$ cat config.mk
export PLATFORM = sky130hd
export DESIGN_NAME = collision_scanner
export DESIGN_NICKNAME = d
export VERILOG_FILES = /design/src/rtl/collision_scanner.sv
export SDC_FILE = /design/constraint.sdc
export NUM_CORES = 1
export LEC_CHECK = 0
export CORE_ASPECT_RATIO = 0.7
export CORE_MARGIN = 3
export CORE_UTILIZATION = 25
export DETAILED_ROUTE_END_ITERATION = 12
export HOLD_SLACK_MARGIN = 0.12
export PLACE_DENSITY = 0.49
export SKIP_CTS_REPAIR_TIMING = 1
export SLEW_MARGIN = 20
export SYNTH_ARGS = -nofsm -noshare
export SYNTH_HDL_FRONTEND = slang
export SYNTH_SLANG_ARGS = --single-unit
$ cat constraint.sdc
create_clock -name clk -period 4.84 [get_ports clk]
set_input_delay 0.968 -clock clk [delete_from_list [all_inputs] [get_ports clk]]
set_output_delay 0.968 -clock clk [all_outputs]
set_load 0.005 [all_outputs]
$ cat src/rtl/collision_scanner.sv
// collision_scanner: walks the platform table one entry per cycle and reports the
// highest platform the falling doodle lands on (optionally with horizontal screen wrap).
module collision_scanner #(
    parameter int N_PLAT       = 93,
    parameter int X_W          = 11,
    parameter int Y_W          = 10,
    parameter int DOODLE_W     = 80,
    parameter int DOODLE_H     = 80,
    parameter int PLAT_W       = 120,
    parameter int LAND_TOL     = 30,
    parameter int SCREEN_W     = 1024,
    parameter int WRAP_X       = 1,
    parameter int GROUND_RESET = 767,
    localparam int RIW         = (N_PLAT > 1) ? $clog2(N_PLAT) : 1
) (
    input  logic           clk,
    input  logic           rst,
    input  logic           start_i,
    input  logic [X_W-1:0] doodle_x_i,
    input  logic [Y_W-1:0] doodle_y_i,
    output logic [RIW-1:0] rd_idx_o,
    input  logic [X_W-1:0] plat_x_i,
    input  logic [Y_W-1:0] plat_y_i,
    input  logic           plat_active_i,
    output logic           busy_o,
    output logic           done_o,
    output logic           hit_o,
    output logic [RIW-1:0] hit_idx_o,
    output logic [Y_W-1:0] ground_y_o,
    output logic [X_W-1:0] ground_x_o
);
    localparam int XW = X_W + 2;
    localparam logic [RIW-1:0] LAST = RIW'(N_PLAT - 1);
    localparam logic [Y_W-1:0] GR = Y_W'(GROUND_RESET);
    localparam logic [Y_W:0] DH = (Y_W + 1)'(DOODLE_H);
    localparam logic [Y_W:0] TOL = (Y_W + 1)'(LAND_TOL);
    localparam logic [XW-1:0] DW = XW'(DOODLE_W);
    localparam logic [XW-1:0] PW = XW'(PLAT_W);
    localparam logic [XW-1:0] SW = XW'(SCREEN_W);

    typedef enum logic [1:0] {IDLE, SCAN, DONE} state_t;

    state_t         state_q, state_d;
    logic [X_W-1:0] cur_x_q, cur_x_d;
    logic [Y_W-1:0] cur_y_q, cur_y_d;
    logic [Y_W-1:0] prev_y_q, prev_y_d;
    logic           falling_q, falling_d;
    logic [RIW-1:0] rd_idx_q, rd_idx_d;
    logic           iss_q, iss_d;
    logic           dvld_q, dvld_d;
    logic [RIW-1:0] didx_q, didx_d;
    logic           evld_q, evld_d;
    logic           eq_q, eq_d;
    logic [RIW-1:0] eidx_q, eidx_d;
    logic [X_W-1:0] epx_q, epx_d;
    logic [Y_W-1:0] epy_q, epy_d;
    logic           has_q, has_d;
    logic [RIW-1:0] ci_q, ci_d;
    logic [X_W-1:0] cx_q, cx_d;
    logic [Y_W-1:0] cy_q, cy_d;
    logic           busy_q, busy_d;
    logic           done_q, done_d;
    logic           hit_q, hit_d;
    logic [RIW-1:0] hit_idx_q, hit_idx_d;
    logic [Y_W-1:0] ground_y_q, ground_y_d;
    logic [X_W-1:0] ground_x_q, ground_x_d;

    logic [Y_W:0]  feet, py1;
    logic [XW-1:0] cxe, pxe, pxw;
    logic          in_band, ov, ovw, x_ok, qual, take, last;

    // Qualification of the entry whose read data is on plat_* this cycle.
    always_comb begin
        feet    = {1'b0, cur_y_q} + DH;
        py1     = {1'b0, plat_y_i};
        in_band = (feet >= py1) && (feet <= py1 + TOL);
        cxe     = XW'(cur_x_q);
        pxe     = XW'(plat_x_i);
        pxw     = pxe + SW;
        ov      = (cxe < pxe + PW) && (pxe < cxe + DW);
        ovw     = (WRAP_X != 0) && (cxe < pxw + PW) && (pxw < cxe + DW);
        x_ok    = (ground_y_q == GR) || ov || ovw;
        qual    = plat_active_i && falling_q && in_band && x_ok;
        take    = evld_q && eq_q && (!has_q || epy_q < cy_q);
        last    = evld_q && (eidx_q == LAST);
    end

    always_comb begin
        state_d    = state_q;
        cur_x_d    = cur_x_q;
        cur_y_d    = cur_y_q;
        prev_y_d   = prev_y_q;
        falling_d  = falling_q;
        rd_idx_d   = rd_idx_q;
        iss_d      = iss_q;
        has_d      = has_q;
        ci_d       = ci_q;
        cx_d       = cx_q;
        cy_d       = cy_q;
        busy_d     = busy_q;
        done_d     = 1'b0;
        hit_d      = 1'b0;
        hit_idx_d  = hit_idx_q;
        ground_y_d = ground_y_q;
        ground_x_d = ground_x_q;
        dvld_d     = (state_q == SCAN) && iss_q;
        didx_d     = rd_idx_q;
        evld_d     = dvld_q;
        eidx_d     = didx_q;
        eq_d       = dvld_q && qual;
        epx_d      = dvld_q ? plat_x_i : epx_q;
        epy_d      = dvld_q ? plat_y_i : epy_q;
        unique case (state_q)
            IDLE: begin
                if (start_i) begin
                    cur_x_d   = doodle_x_i;
                    cur_y_d   = doodle_y_i;
                    falling_d = doodle_y_i > prev_y_q;
                    prev_y_d  = doodle_y_i;
                    rd_idx_d  = '0;
                    iss_d     = 1'b1;
                    has_d     = 1'b0;
                    busy_d    = 1'b1;
                    state_d   = SCAN;
                end
            end
            SCAN: begin
                if (iss_q) begin
                    iss_d    = rd_idx_q != LAST;
                    rd_idx_d = (rd_idx_q == LAST) ? rd_idx_q : rd_idx_q + RIW'(1);
                end
                // Strictly smaller plat_y replaces the candidate, so ties keep the lower index.
                if (take) begin
                    has_d = 1'b1;
                    ci_d  = eidx_q;
                    cx_d  = epx_q;
                    cy_d  = epy_q;
                end
                if (last) begin
                    state_d = DONE;
                    busy_d  = 1'b0;
                    done_d  = 1'b1;
                    hit_d   = has_d;
                    if (has_d) begin
                        hit_idx_d  = ci_d;
                        ground_y_d = cy_d;
                        ground_x_d = cx_d;
                    end
                end
            end
            DONE: state_d = IDLE;
            default: state_d = IDLE;
        endcase
    end

    always_ff @(posedge clk or posedge rst) begin
        if (rst) begin
            state_q    <= IDLE;
            cur_x_q    <= '0;
            cur_y_q    <= '0;
            prev_y_q   <= '0;
            falling_q  <= 1'b0;
            rd_idx_q   <= '0;
            iss_q      <= 1'b0;
            dvld_q     <= 1'b0;
            didx_q     <= '0;
            evld_q     <= 1'b0;
            eq_q       <= 1'b0;
            eidx_q     <= '0;
            epx_q      <= '0;
            epy_q      <= '0;
            has_q      <= 1'b0;
            ci_q       <= '0;
            cx_q       <= '0;
            cy_q       <= '0;
            busy_q     <= 1'b0;
            done_q     <= 1'b0;
            hit_q      <= 1'b0;
            hit_idx_q  <= '0;
            ground_y_q <= GR;
            ground_x_q <= '0;
        end else begin
            state_q    <= state_d;
            cur_x_q    <= cur_x_d;
            cur_y_q    <= cur_y_d;
            prev_y_q   <= prev_y_d;
            falling_q  <= falling_d;
            rd_idx_q   <= rd_idx_d;
            iss_q      <= iss_d;
            dvld_q     <= dvld_d;
            didx_q     <= didx_d;
            evld_q     <= evld_d;
            eq_q       <= eq_d;
            eidx_q     <= eidx_d;
            epx_q      <= epx_d;
            epy_q      <= epy_d;
            has_q      <= has_d;
            ci_q       <= ci_d;
            cx_q       <= cx_d;
            cy_q       <= cy_d;
            busy_q     <= busy_d;
            done_q     <= done_d;
            hit_q      <= hit_d;
            hit_idx_q  <= hit_idx_d;
            ground_y_q <= ground_y_d;
            ground_x_q <= ground_x_d;
        end
    end

    assign rd_idx_o   = rd_idx_q;
    assign busy_o     = busy_q;
    assign done_o     = done_q;
    assign hit_o      = hit_q;
    assign hit_idx_o  = hit_idx_q;
    assign ground_y_o = ground_y_q;
    assign ground_x_o = ground_x_q;
endmodule

==> impl_metrics.yaml, run 1 <==
worst_setup_path:
  r2r_end: "ground_x_o[5]"
  cpMostUsedCell: "ha_1"
  r2r_cells: 8
  path_buf_inv: 2
  required_ps: 5160
  crit_path_top_delay_cell: "clkdlybuf4s50_1"
  max_stage_delay_ps: 530
  critPathLaunchType: "input pin"
  crit_chain: "clkdlybuf4s50_1, inv_1, ha_1, and3_1, nor3_1, xnor2_1, ha_1, a21o_1, a21oi_1, nor4b_1, o2111ai_1, a311oi_2"
  worstPathMaxFanout: 4
  cp.arrival_ps: 3600
  critPathKind: "in -> reg"
  r2r_start: "epy_q[7]"
  endpoint_kind: "flip-flop"
  crit_family: "compound AO/OA/AOI/OAI gates"
  reg2reg_setup_slack_ps: 2280
global_route:
  grt_pass1_wl_mm: 28.3
  grt_max_degree: 69
  grtUsageTotal_pct: 12.1
  grt_overflow: 0
  antenna_found_initial: 0
  first_global_vias: 4954
route:
  drc: 0
  drt_iter0_markers: 217
  first_pass_iters: 5
  drt_wl_total_mm: 17.2
  avgRoutedWirePerCell_um: 15.4
  ant_nets: 0
  routed-via-count: 4915
  via_per_inst: 4.38
synthesis:
  synth.avg_cell_area_um2: 10.6
  ys_warn_count: 0
  synth-edff-count: 0
  ys_types: 54
  synthesis.nets: 771
  netlist_instances: 656
  synth-seq-cells: 130
  seq_area_frac_synth_pct: 47.1
  syn_area_um2: 6930
  synth_ff_type: "dfrtp_1"
  async_reset_ff_share_pct: 100
power_and_ir_drop:
  power.density_nw_per_um2: 303
  ir_worst_vdd_mv: 0.218
  power_mw: 2.66
  p_leak_nw: 3.91
placement:
  dp_hpwl_mm: 13.0
  gp_congestion: 0.892
  dpl.cell_count: 1089
  port-buffer-count: 83
sta:
  rsz0062_at_grt: "false"
  finalHoldViolCount: 0
  worst_pin_slew_ps: 946
  fmax_mhz: 305
  layout_min_cycle_time_ps: 3270
  setup_tns_ps: 0
  hold_ws_ps: 347
  skew_ps: 11.9
  slew_violations: 0
  fin_crit_sh_pct: 67.6
  slew_headroom_pct: 36.9
  setup_viol: 0
min_path:
  holdPathEnd: "eidx_q[3]"
  hold_class: "reg -> reg"
  whs_path_depth: 0
  hold_start: "didx_q[3]"
clocking:
  cts_made_buffers: 17
  cts_tree: "done"
  htreeDepth: 4
  clock_latency_ps: 420
  clock_sinks: 130
  cts_root_buffer: "clkbuf_16"
  clk_path_buf_depth: 2
  cts.clk_slew.worst_paths_ps: 60
final_layout:
  final_common_cell: "dfrtp_1"
  area_delta_synth_final_pct: 26.6
  fillers: 2794
  most-common-layout-cells: "dfrtp_1 (121), clkdlybuf4s50_1 (83), ha_1 (69)"
  fin_nets: 859
  layout-drive-gt1-share_pct: 9.78
  finalNonFillerCells: 1121
  diodes: 0
die:
  die-width_um: 205
  rows: 50
  core_um2: 27000
  die_h_um: 145
  io_pins: 84
  die-area_um2: 29800
  start_util_pct: 25.6
run:
  max_cap_viol_count: 0
outcome:
  status: "finished clean"
[flip-flops by register name (all words and copies together), names as in the netlist, 7 cells and up]
register	cells
didx_q	7
ci_q	7
ground_x_o	11
hit_idx_o	7
epy_q	10
prev_y_q	10
epx_q	11
rd_idx_o	7
cx_q	11
eidx_q	7
ground_y_o	10
cur_x_q	11
cy_q	10
[per-stage QoR]
step,utilization (%),cell area [µm²],worst slack (ps)
2_1_floorplan,-,6930,418
3_3_place_gp,30.4,8210,1150
3_5_place_dp,30.4,8210,1140
4_1_cts,32.5,8770,1590
5_1_grt,32.5,8770,1330
6_report,32.5,8770,1570
[worst max-delay path by stage]
stage,slack [ps],cells past startpoint,endpoint,from
final,1570,12,eq_q,plat_y_i[1]
after CTS,1590,12,eq_q,plat_y_i[1]
after floorplan,420,1,busy_o,rst
after global placement,1150,12,eq_q,plat_y_i[1]
after global routing,1330,9,eq_q,plat_x_i[5]
after detailed placement,1140,12,eq_q,plat_y_i[1]
[cell usage after synthesis (all sizes together) (2+ instances only)]
cell type / instances / area, µm²
buf: 8 / 37.5
or4: 2 / 15.0
nor2: 41 / 154
o21ai: 37 / 185
o2111ai: 2 / 17.5
nand4b: 3 / 26.3
ha: 69 / 863
o211ai: 3 / 22.5
and2: 2 / 12.5
dfstp: 9 / 236
nand3: 13 / 65.1
and3: 6 / 37.5
nand2: 61 / 229
clkbuf: 10 / 37.5
a21oi: 45 / 225
nand2b: 11 / 68.8
mux2i: 21 / 210
a21o: 14 / 105
xnor2: 16 / 140
inv: 49 / 184
a211oi: 4 / 30.0
xor2: 9 / 78.8
nor2b: 4 / 25.0
nor3: 8 / 40.0
nor3b: 3 / 22.5
o41ai: 2 / 17.5
or3: 4 / 25.0
dfrtp: 121 / 3030
nor4: 2 / 12.5
a311oi: 2 / 23.8
nand4: 9 / 56.3
mux2: 49 / 552
[report_power, final]
group          internal (mW)  total (mW)  switching (mW)  leakage (nW)
logic                  0.132       0.282           0.150          2.02
clock network          0.683        1.25           0.562         0.281
registers               1.11        1.13          0.0215          1.61
[kinds of logic (layout without fill, tap and decap cells)]
group	after synthesis	count (layout)	share of synthesized area, %
AO/OA/AOI/OAI	122	122	10.6
multiplexers	70	70	11.0
XOR/XNOR	25	25	3.16
adder cells (fa/ha/maj)	69	69	12.5
AND/OR/NAND/NOR	173	173	11.9
buffers and inverters	67	168	3.74
flip-flops	130	130	47.1
[final cells by class]
cell class	instances	area [µm²]	area share [%]
flip-flops and latches	130	3260	37.2
multi-input cells	459	3430	39.0
inverters	49	186	2.12
repair buffers	87	873	9.95
clock buffers	17	425	4.85
well taps	364	455	5.19
clock inverters	15	143	1.63
[per-layer routing]
| layer | vias to the layer above | track usage (%) | part of all wire (%) |
|---|---|---|---|
| li1 | 2503 | - | - |
| met1 | 2303 | 19.0 | 55 |
| met2 | 94 | 15.4 | 37 |
| met3 | 15 | 3.97 | 6.0 |
| met4 | 0 | 3.31 | 1.2 |
| met5 | - | 0 | 0 |
Power figures use the tool's default switching activity.
==> run 2, diff against run 1 <==
PLACE_DENSITY = 0.51   (was 0.49)
clock period = 2.65 ns   (was 4.84 ns; I/O delays follow)
==> run 2 against run 1 <==
Against the previous run: non-clock buffer count increased by 46; via count increased by 3.4%; clock skew about the same; wire length increased by 1.2%; setup slack got worse by 1500 ps; sequential power increased by 82%; register-to-register slack got worse by 2200 ps; critical path type unchanged; critical endpoint unchanged; highest routed layer unchanged.
==> impl_metrics.yaml, run 2 (synthesis results as in run 1) <==
power_and_ir_drop:
  power_frac_comb_pct: 12.4
  power_switching_mw: 1.23
  ir_worst_vdd_mv: 0.335
  p_seq_share_pct: 42.3
  p_leak_nw: 4.23
  swShare_pct: 25.2
  power.density_nw_per_um2: 526
  p_int_mw: 3.64
  power_mw: 4.87
  clkPwrFrac_pct: 45.3
sta:
  fmax_mhz: 390
  finalWorstSetupSlack_ps: 86.8
  finalHoldViolCount: 0
  fin_crit_sh_pct: 96.7
  worst_pin_slew_ps: 586
  setup_tns_ps: 0
  rsz0062_at_grt: "false"
  slew_headroom_pct: 61.0
  slew_violations: 0
  skew_ps: 11.6
  layout_min_cycle_time_ps: 2560
  setup_viol: 0
worst_setup_path:
  endpoint_kind: "flip-flop"
  crit_path_top_delay_cell: "or4_1"
  cp.arrival_ps: 2870
  r2r_end: "eq_q"
  path_buf_inv: 1
  critPathKind: "in -> reg"
  crit_path_start: "plat_x_i[1]"
  max_stage_delay_ps: 520
  worstPathMaxFanout: 2
  critPathLaunchType: "input pin"
  required_ps: 2960
  r2r_cells: 8
  crit_family: "simple AND/OR/NAND/NOR gates"
  reg2reg_setup_slack_ps: 130
  r2r_start: "cur_x_q[4]"
  crit_chain: "clkdlybuf4s50_1, ha_1, or4_1, a21oi_2, a211oi_1, or3_1, a221o_1, a311oi_2"
route:
  via_per_inst: 4.35
  drt_iter0_markers: 246
  drc: 0
  routed-via-count: 5081
  ant_nets: 0
  drt_wl_total_mm: 17.4
  avgRoutedWirePerCell_um: 14.9
  first_pass_iters: 4
global_route:
  grtUsageTotal_pct: 12.0
  grt_max_degree: 68
  antenna_found_initial: 1
  first_global_vias: 5157
  grt_overflow: 0
  grt_pass1_wl_mm: 28.4
die:
  start_util_pct: 25.6
  io_pins: 84
  rows: 50
  core_um2: 27000
  die-width_um: 205
  die_h_um: 145
  die-area_um2: 29800
final_layout:
  area_delta_synth_final_pct: 33.6
  most-common-layout-cells: "dfrtp_1 (121), clkdlybuf4s50_1 (74), ha_1 (68)"
  fin_nets: 905
  fillers: 2761
  layout-drive-gt1-share_pct: 16.6
  final_common_cell: "dfrtp_1"
clocking:
  clock_latency_ps: 410
  clock_sinks: 130
  cts_made_buffers: 17
  cts_tree: "done"
  cts_root_buffer: "clkbuf_16"
  htreeDepth: 4
  clk_path_buf_depth: 2
  cts.clk_slew.worst_paths_ps: 60
run:
  max_cap_viol_count: 0
outcome:
  status: "finished clean"
min_path:
  whs_path_depth: 0
  holdPathEnd: "eidx_q[0]"
  hold_class: "reg -> reg"
  hold_start: "didx_q[0]"
placement:
  port-buffer-count: 83
  dp_hpwl_mm: 13.4
  dp_slack_ps: -516
  gp_congestion: 0.864
[run 2: cell count changes in the layout (fill, tap and decap cells not counted), moves of 3 or more]
cell / delta
clkdlybuf4s50_1: -9
buf_4: +44
inv_8: -5
dlymetal6s2s_1: +9
inv_6: -3
[run 2: routing by layer]
layer  global-route usage [%]  wire length [µm]
met1                     19.0              9690
met2                     15.8              6710
met3                     3.77               889
met4                     2.46               142
met5                        0                 0
[run 2: worst max-delay path by stage]
stage / end / depth (start not counted)
after global routing: eq_q / 9
after floorplan: eq_q / 11
final: eq_q / 8
after CTS: eq_q / 11
after global placement: eq_q / 11
after detailed placement: eq_q / 11
[run 2: layout make-up]
| cell class | instances | area (µm²) | area share, % |
|---|---|---|---|
| Timing Repair Buffer | 133 | 1270 | 13.7 |
| Clock inverter | 12 | 109 | 1.18 |
| Tap cell | 364 | 455 | 4.92 |
| Inverter | 49 | 188 | 2.03 |
| Sequential cell | 130 | 3260 | 35.3 |
| Multi-Input combinational cell | 459 | 3530 | 38.1 |
| Antenna cell | 1 | 2.50 | 0.0270 |
| Clock buffer | 20 | 447 | 4.82 |
[run 2: power groups by stage]
| stage | Clock, mW | Sequential (mW) | Combinational, mW |
|---|---|---|---|
| CTS | 2.27 | 2.06 | 0.584 |
| detailed placement | 0 | 2.10 | 0.581 |
| global route | 2.38 | 2.07 | 0.687 |
| finish | 2.21 | 2.06 | 0.605 |
| global placement | 0 | 2.10 | 0.575 |
| floorplan | 0 | 2.08 | 0.330 |
[run 2: through the flow]
stage / instances / instance area [µm²] / util, % / hold slack [ps]
CTS: 1166 / 9130 / 33.8 / 341
floorplan: 656 / 6930 / - / 331
detailed placement: 1134 / 8570 / 31.7 / 335
global placement: 1134 / 8570 / 31.7 / 333
finish: 1168 / 9260 / 34.3 / 341
global route: 1168 / 9260 / 34.3 / 347
[run 2: worst register-to-register path, cell delays in order (launching register included)]
cell and delay [ps]:
dfrtp_1 460, ha_1 280, xor2_1 160, ha_1 290, a21o_1 180, a21o_1 190, or3_1 300, a221o_1 360
a311oi_2 190
==> RTL change 1: new RTL, settings of run 2 <==
Re-encode `state_t` (3 states) as one-hot, 3 bits wide.
--- a/src/rtl/collision_scanner.sv
+++ b/src/rtl/collision_scanner.sv
@@ -38,7 +38,7 @@
     localparam logic [XW-1:0] PW = XW'(PLAT_W);
     localparam logic [XW-1:0] SW = XW'(SCREEN_W);
 
-    typedef enum logic [1:0] {IDLE, SCAN, DONE} state_t;
+    typedef enum logic [2:0] {IDLE = 3'b001, SCAN = 3'b010, DONE = 3'b100} state_t;
 
     state_t         state_q, state_d;
     logic [X_W-1:0] cur_x_q, cur_x_d;
Check against the original RTL: no difference found for any inputs over 10 cycles, from zero or initial values and one cycle with rst high; not proved beyond that.
==> RTL change 1 against run 2 <==
  * Routed wire length grew 19%
  * Setup slack got worse by 0.049 ns
  * Count of clock-buffer cells in the layout is 2 lower
  * Sequential cell count grew 1
  * Synthesized cell count is 5.6% higher
  * Area after synthesis rose by 4.8%
  * Via count up 14%
  * Critical path depth up 2
  * First-iteration DRC count grew 65%
  * Design area grew 7.3%
  * Utilization increased by 0.98 points
  * Largest cell class unchanged
  * Highest routed layer unchanged
Power is not compared: it rests on default switching activity, and its combinational part moved more than twofold at a synthesized area within 25%.
==> RTL change 1: results (changes against run 2) <==
Status
  • Status: finished, final reports clean

Final layout
  • Diodes inserted: 0 (-1)
  • Layout Nets: 955 (+5.5%)
  • Layout cells sized above 1: 22.16% (+5.6 points)

Global routing
  • First-pass GRT wire length: 32550 um (+15%)
  • Largest net degree at the start of global routing: 74 (+8.8%)
  • Initial antenna violation count: 0 (-1)
  • GRT Residual Overflow: 0 (unchanged)
  • Global-route usage over all layers: 13.31% (+1.3 points)
  • Vias in the first global route: 5720 (+11%)

Setup path
  • Crit Path Max Fanout: 5 (+3)
  • RR Startpoint: cy_q[2]
  • Crit path largest cell delay: 0.37 ns (-0.15 ns)
  • R2R setup slack: 0.04 ns (-0.09 ns)
  • Reg2reg end: cy_q[4]
  • FF-to-FF path depth: 10 (+2)
  • CP delay by family, top: compound AO/OA/AOI/OAI gates
  • Arr. time, crit path: 2.92 ns (+0.05 ns)
  • Slowest CP cell: dfrtp_1

Min path
  • Min-Delay Endpoint: eidx_q[6]
  • Hold path start: didx_q[6]

Routing
  • Iteration-0 DRC Markers: 407 (+65%)
  • WL/cell: 16.99 um (+14%)
  • Initial DRT Pass Iterations: 5 (+1)
  • DR vias/cell: 4.728 (+8.7%)
  • DRT Wirelength: 20790 um (+19%)

Clocking
  • Worst-path clk slew: 0.07 ns
  • Clock Latency Late Sink: 0.43 ns (+0.02 ns)
  • CTS Buffer Depth: 2 (unchanged)
  • Root Buffer: clkbuf_16

Place
  • Half-perimeter wire length after placement: 14930 um (+11%)
  • DP Cell Count: 1187 (+4.7%)
  • Placed Area: 9036 um^2 (+5.4%)
  • Gpl congestion: 0.7688 (-11%)

Pwr
  • Worst VDD drop: ~0.46 mV
  • Lkg Pwr: between 0.004 and 0.005 uW

Synthesis
  • Register area share after synthesis: 45.31% (-1.8 points)
  • Synth area leaders: dfrtp_1 (42%), ha_1 (12%), mux2_2 (5.7%)
  • Synth Net Count: 808 (+4.8%)
  • Synth top cells by count: dfrtp_1 (121), ha_1 (69), nor3_1 (60)
  • Syn_area_per_cell: 10.48 um^2 (-0.81%)

Timing
  • Clock skew: 0.009255 ns (-0.002365 ns)
  • Final Slew Violations: 0 (unchanged)
  • Worst-margin pin slew: 0.5611 ns (-0.02457 ns)
RTL change 1: how the worst max path moves through the flow:
stage          endpoint   startpoint  slack, ns  cells past startpoint
2_1_floorplan   ci_q[0]     epy_q[7]       0.02                      9
3_3_place_gp       eq_q  plat_x_i[3]      -0.39                     13
3_5_place_dp       eq_q  plat_x_i[3]      -0.42                     13
4_1_cts         cy_q[5]      cy_q[7]      -0.11                      9
5_1_grt         cx_q[8]      cy_q[7]      -0.05                     10
6_report        cy_q[4]      cy_q[2]       0.04                     10
RTL change 1: cell families after synthesis:
logic type,count (synthesis),synth area share (%)
xor gates and xnor gates,25,3.015
AOI/OAI and AO/OA,145,13.82
muxes,57,8.839
and+or+nand+nor,184,12.63
adders and majority gates,69,11.89
buffers and inverters,82,4.497
DFF,131,45.31
RTL change 1: cell type report:
type	instances	area (um^2)
clock buffer	18	439.2
clock inverter	14	187.7
fill	2825	18270
inverter	51	195.2
multi-input combinational	480	3824
sequential	131	3291
tap	371	464.2
timing repair buffer	159	1539
RTL change 1: stage by stage:
step | setup WS (ns) | hold WS, ns
finish | 0.03775 | 0.3450
global route | -0.05174 | 0.3648
CTS | -0.1137 | 0.3489
detailed placement | -0.4179 | 0.3363
global placement | -0.3935 | 0.3365
floorplan | 0.01589 | 0.3312
RTL change 1: power breakdown:
part | switching [uW] | internal, uW
sequential | 423 | 2380
combinational | 1720 | 1620
clock | 1000 | 1540
total | 3150 | 5540
RTL change 1: layer usage:
metal  global-route usage [%]  share of wire [%]  vias up
met2                    18.64                 40      111
li1                         -                  -     2841
met5                        0                  0        -
met3                    2.952                4.3       16
met4                    3.279               0.92        0
met1                    20.56                 55     2819
==> RTL change 2: new RTL, config.mk and constraints of run 2 <==
Made on the original files. `X_W`: 11 -> 15.
--- a/src/rtl/collision_scanner.sv
+++ b/src/rtl/collision_scanner.sv
@@ -2,7 +2,7 @@
 // highest platform the falling doodle lands on (optionally with horizontal screen wrap).
 module collision_scanner #(
     parameter int N_PLAT       = 93,
-    parameter int X_W          = 11,
+    parameter int X_W          = 15,
     parameter int Y_W          = 10,
     parameter int DOODLE_W     = 80,
     parameter int DOODLE_H     = 80,
Interface: changed (resized doodle_x_i, ground_x_o and plat_x_i); port bits go from 84 to 96. The function was not compared with the original's and may differ.
==> RTL change 2 against run 2 <==
  * The run now ends with negative setup slack left
  * Fmax decreased by 9.4%
  * Design area increased by 21%
  * Clock power increased by 7%
  * Setup slack got worse by 0.27 ns
  * Power increased by 4.1%
  * Area after synthesis increased by 20%
  * Clock skew decreased by 0.0026 ns
  * Non-clock buffer count increased by 64
  * Routed wire length increased by 25%
  * Sequential cell count increased by 16
  * Critical path type unchanged
  * Largest power group unchanged
  * Highest routed layer unchanged
==> RTL change 2: results (changes against run 2) <==
Routing
  • WL/cell: 15.20 um (+1.9%)
  • Iteration-0 DRC Markers: 391 (+59%)
  • DRT Wirelength: 21750 um (+25%)

Global routing
  • Largest net degree at the start of global routing: 66 (-2.9%)
  • Initial antenna violation count: 0 (-1)
  • Vias in the first global route: 6463 (+25%)
  • Global-route usage over all layers: 12.68% (+0.66 points)
  • Met2 Use GR: 17.81% (+2.0 points)
  • First-pass GRT wire length: 35590 um (+25%)

Timing
  • Setup TNS: -0.1797 ns (-0.1797 ns)
  • Slew margin rel.: 62.49% (+1.5 points)
  • Final Setup Violations: 1 (+1)
  • Setup WS post-layout: -0.1797 ns (-0.2665 ns)

Status
  • Failing checks: negative setup slack
  • Status: complete, but fails checks

Pwr
  • Sequential logic power: 2230 uW (+8%)
  • Net Sw Frac: 23.09% (-2.1 points)
  • P_clk: 2370 uW (+7%)
  • Worst VDD drop: 0.3275 mV (-2.2%)

Setup path
  • CP startpoint: plat_x_i[4]
  • Arr. time, crit path: 3.15 ns (+0.28 ns)

Synthesis
  • Synth Net Count: 941 (+22%)
  • Synth top cells by count: dfrtp_1 (137), ha_1 (86), nand2_1 (79)
  • Synth area leaders: dfrtp_1 (41%), ha_1 (13%), mux2_4 (5.4%)
  • Register area share after synthesis: 43.98% (-3.1 points)

Place
  • Port Buffers: 95 (+14%)
  • Half-perimeter wire length after placement: 16690 um (+24%)

Final layout
  • Diodes inserted: 0 (-1)
RTL change 2: worst min-delay path by stage:
stage,to,slack (ns),start
2_1_floorplan,eidx_q[0],0.33,didx_q[0]
3_3_place_gp,eidx_q[2],0.34,didx_q[2]
3_5_place_dp,eidx_q[0],0.33,didx_q[0]
4_1_cts,eidx_q[0],0.35,didx_q[0]
5_1_grt,eidx_q[4],0.36,didx_q[4]
6_report,eidx_q[0],0.35,didx_q[0]
RTL change 2: kinds of logic (layout without fill, tap and decap cells):
family          after synthesis  count (layout)  synth area share, %
compound gates              140             140                10.20
xor+xnor                     41              41                4.309
fa+ha+maj                    86              86                12.91
buf+inv                      79             282                3.889
flops                       146             146                43.98
mux                          86              86                12.54
simple gates                223             223                12.18
RTL change 2: through the flow:
stage          util, %  power, uW
2_1_floorplan        -       2471
6_report         34.46       5074
5_1_grt          34.46       5300
4_1_cts          34.21       5139
3_5_place_dp     32.47       2739
3_3_place_gp     32.47       2736
RTL change 2: worst reg2reg max path, cell delays in order (launching register included):
cell,delay (ns)
dfrtp_1,0.39
a21oi_1,0.14
nor2_1,0.26
nand4_1,0.19
ha_1,0.35
a211oi_1,0.24
nand2_1,0.12
a2111oi_2,0.33
o31ai_1,0.12
o2bb2ai_1,0.14
a211oi_1,0.23
RTL change 2: area by class of cell:
class                      instances  area [um^2]
tap                              427        534.3
inverter                          56        216.5
multi-input combinational        576         4437
clock inverter                     8        105.1
clock buffer                      21        460.4
fill                            3345        21330
timing repair buffer             197         1798
sequential                       146         3665
RTL change 2: per-layer routing:
metal	up-vias	part of all wire [%]
li1	3173	-
met5	-	0
met2	95	41
met4	0	0.68
met1	3063	55
met3	12	3.8
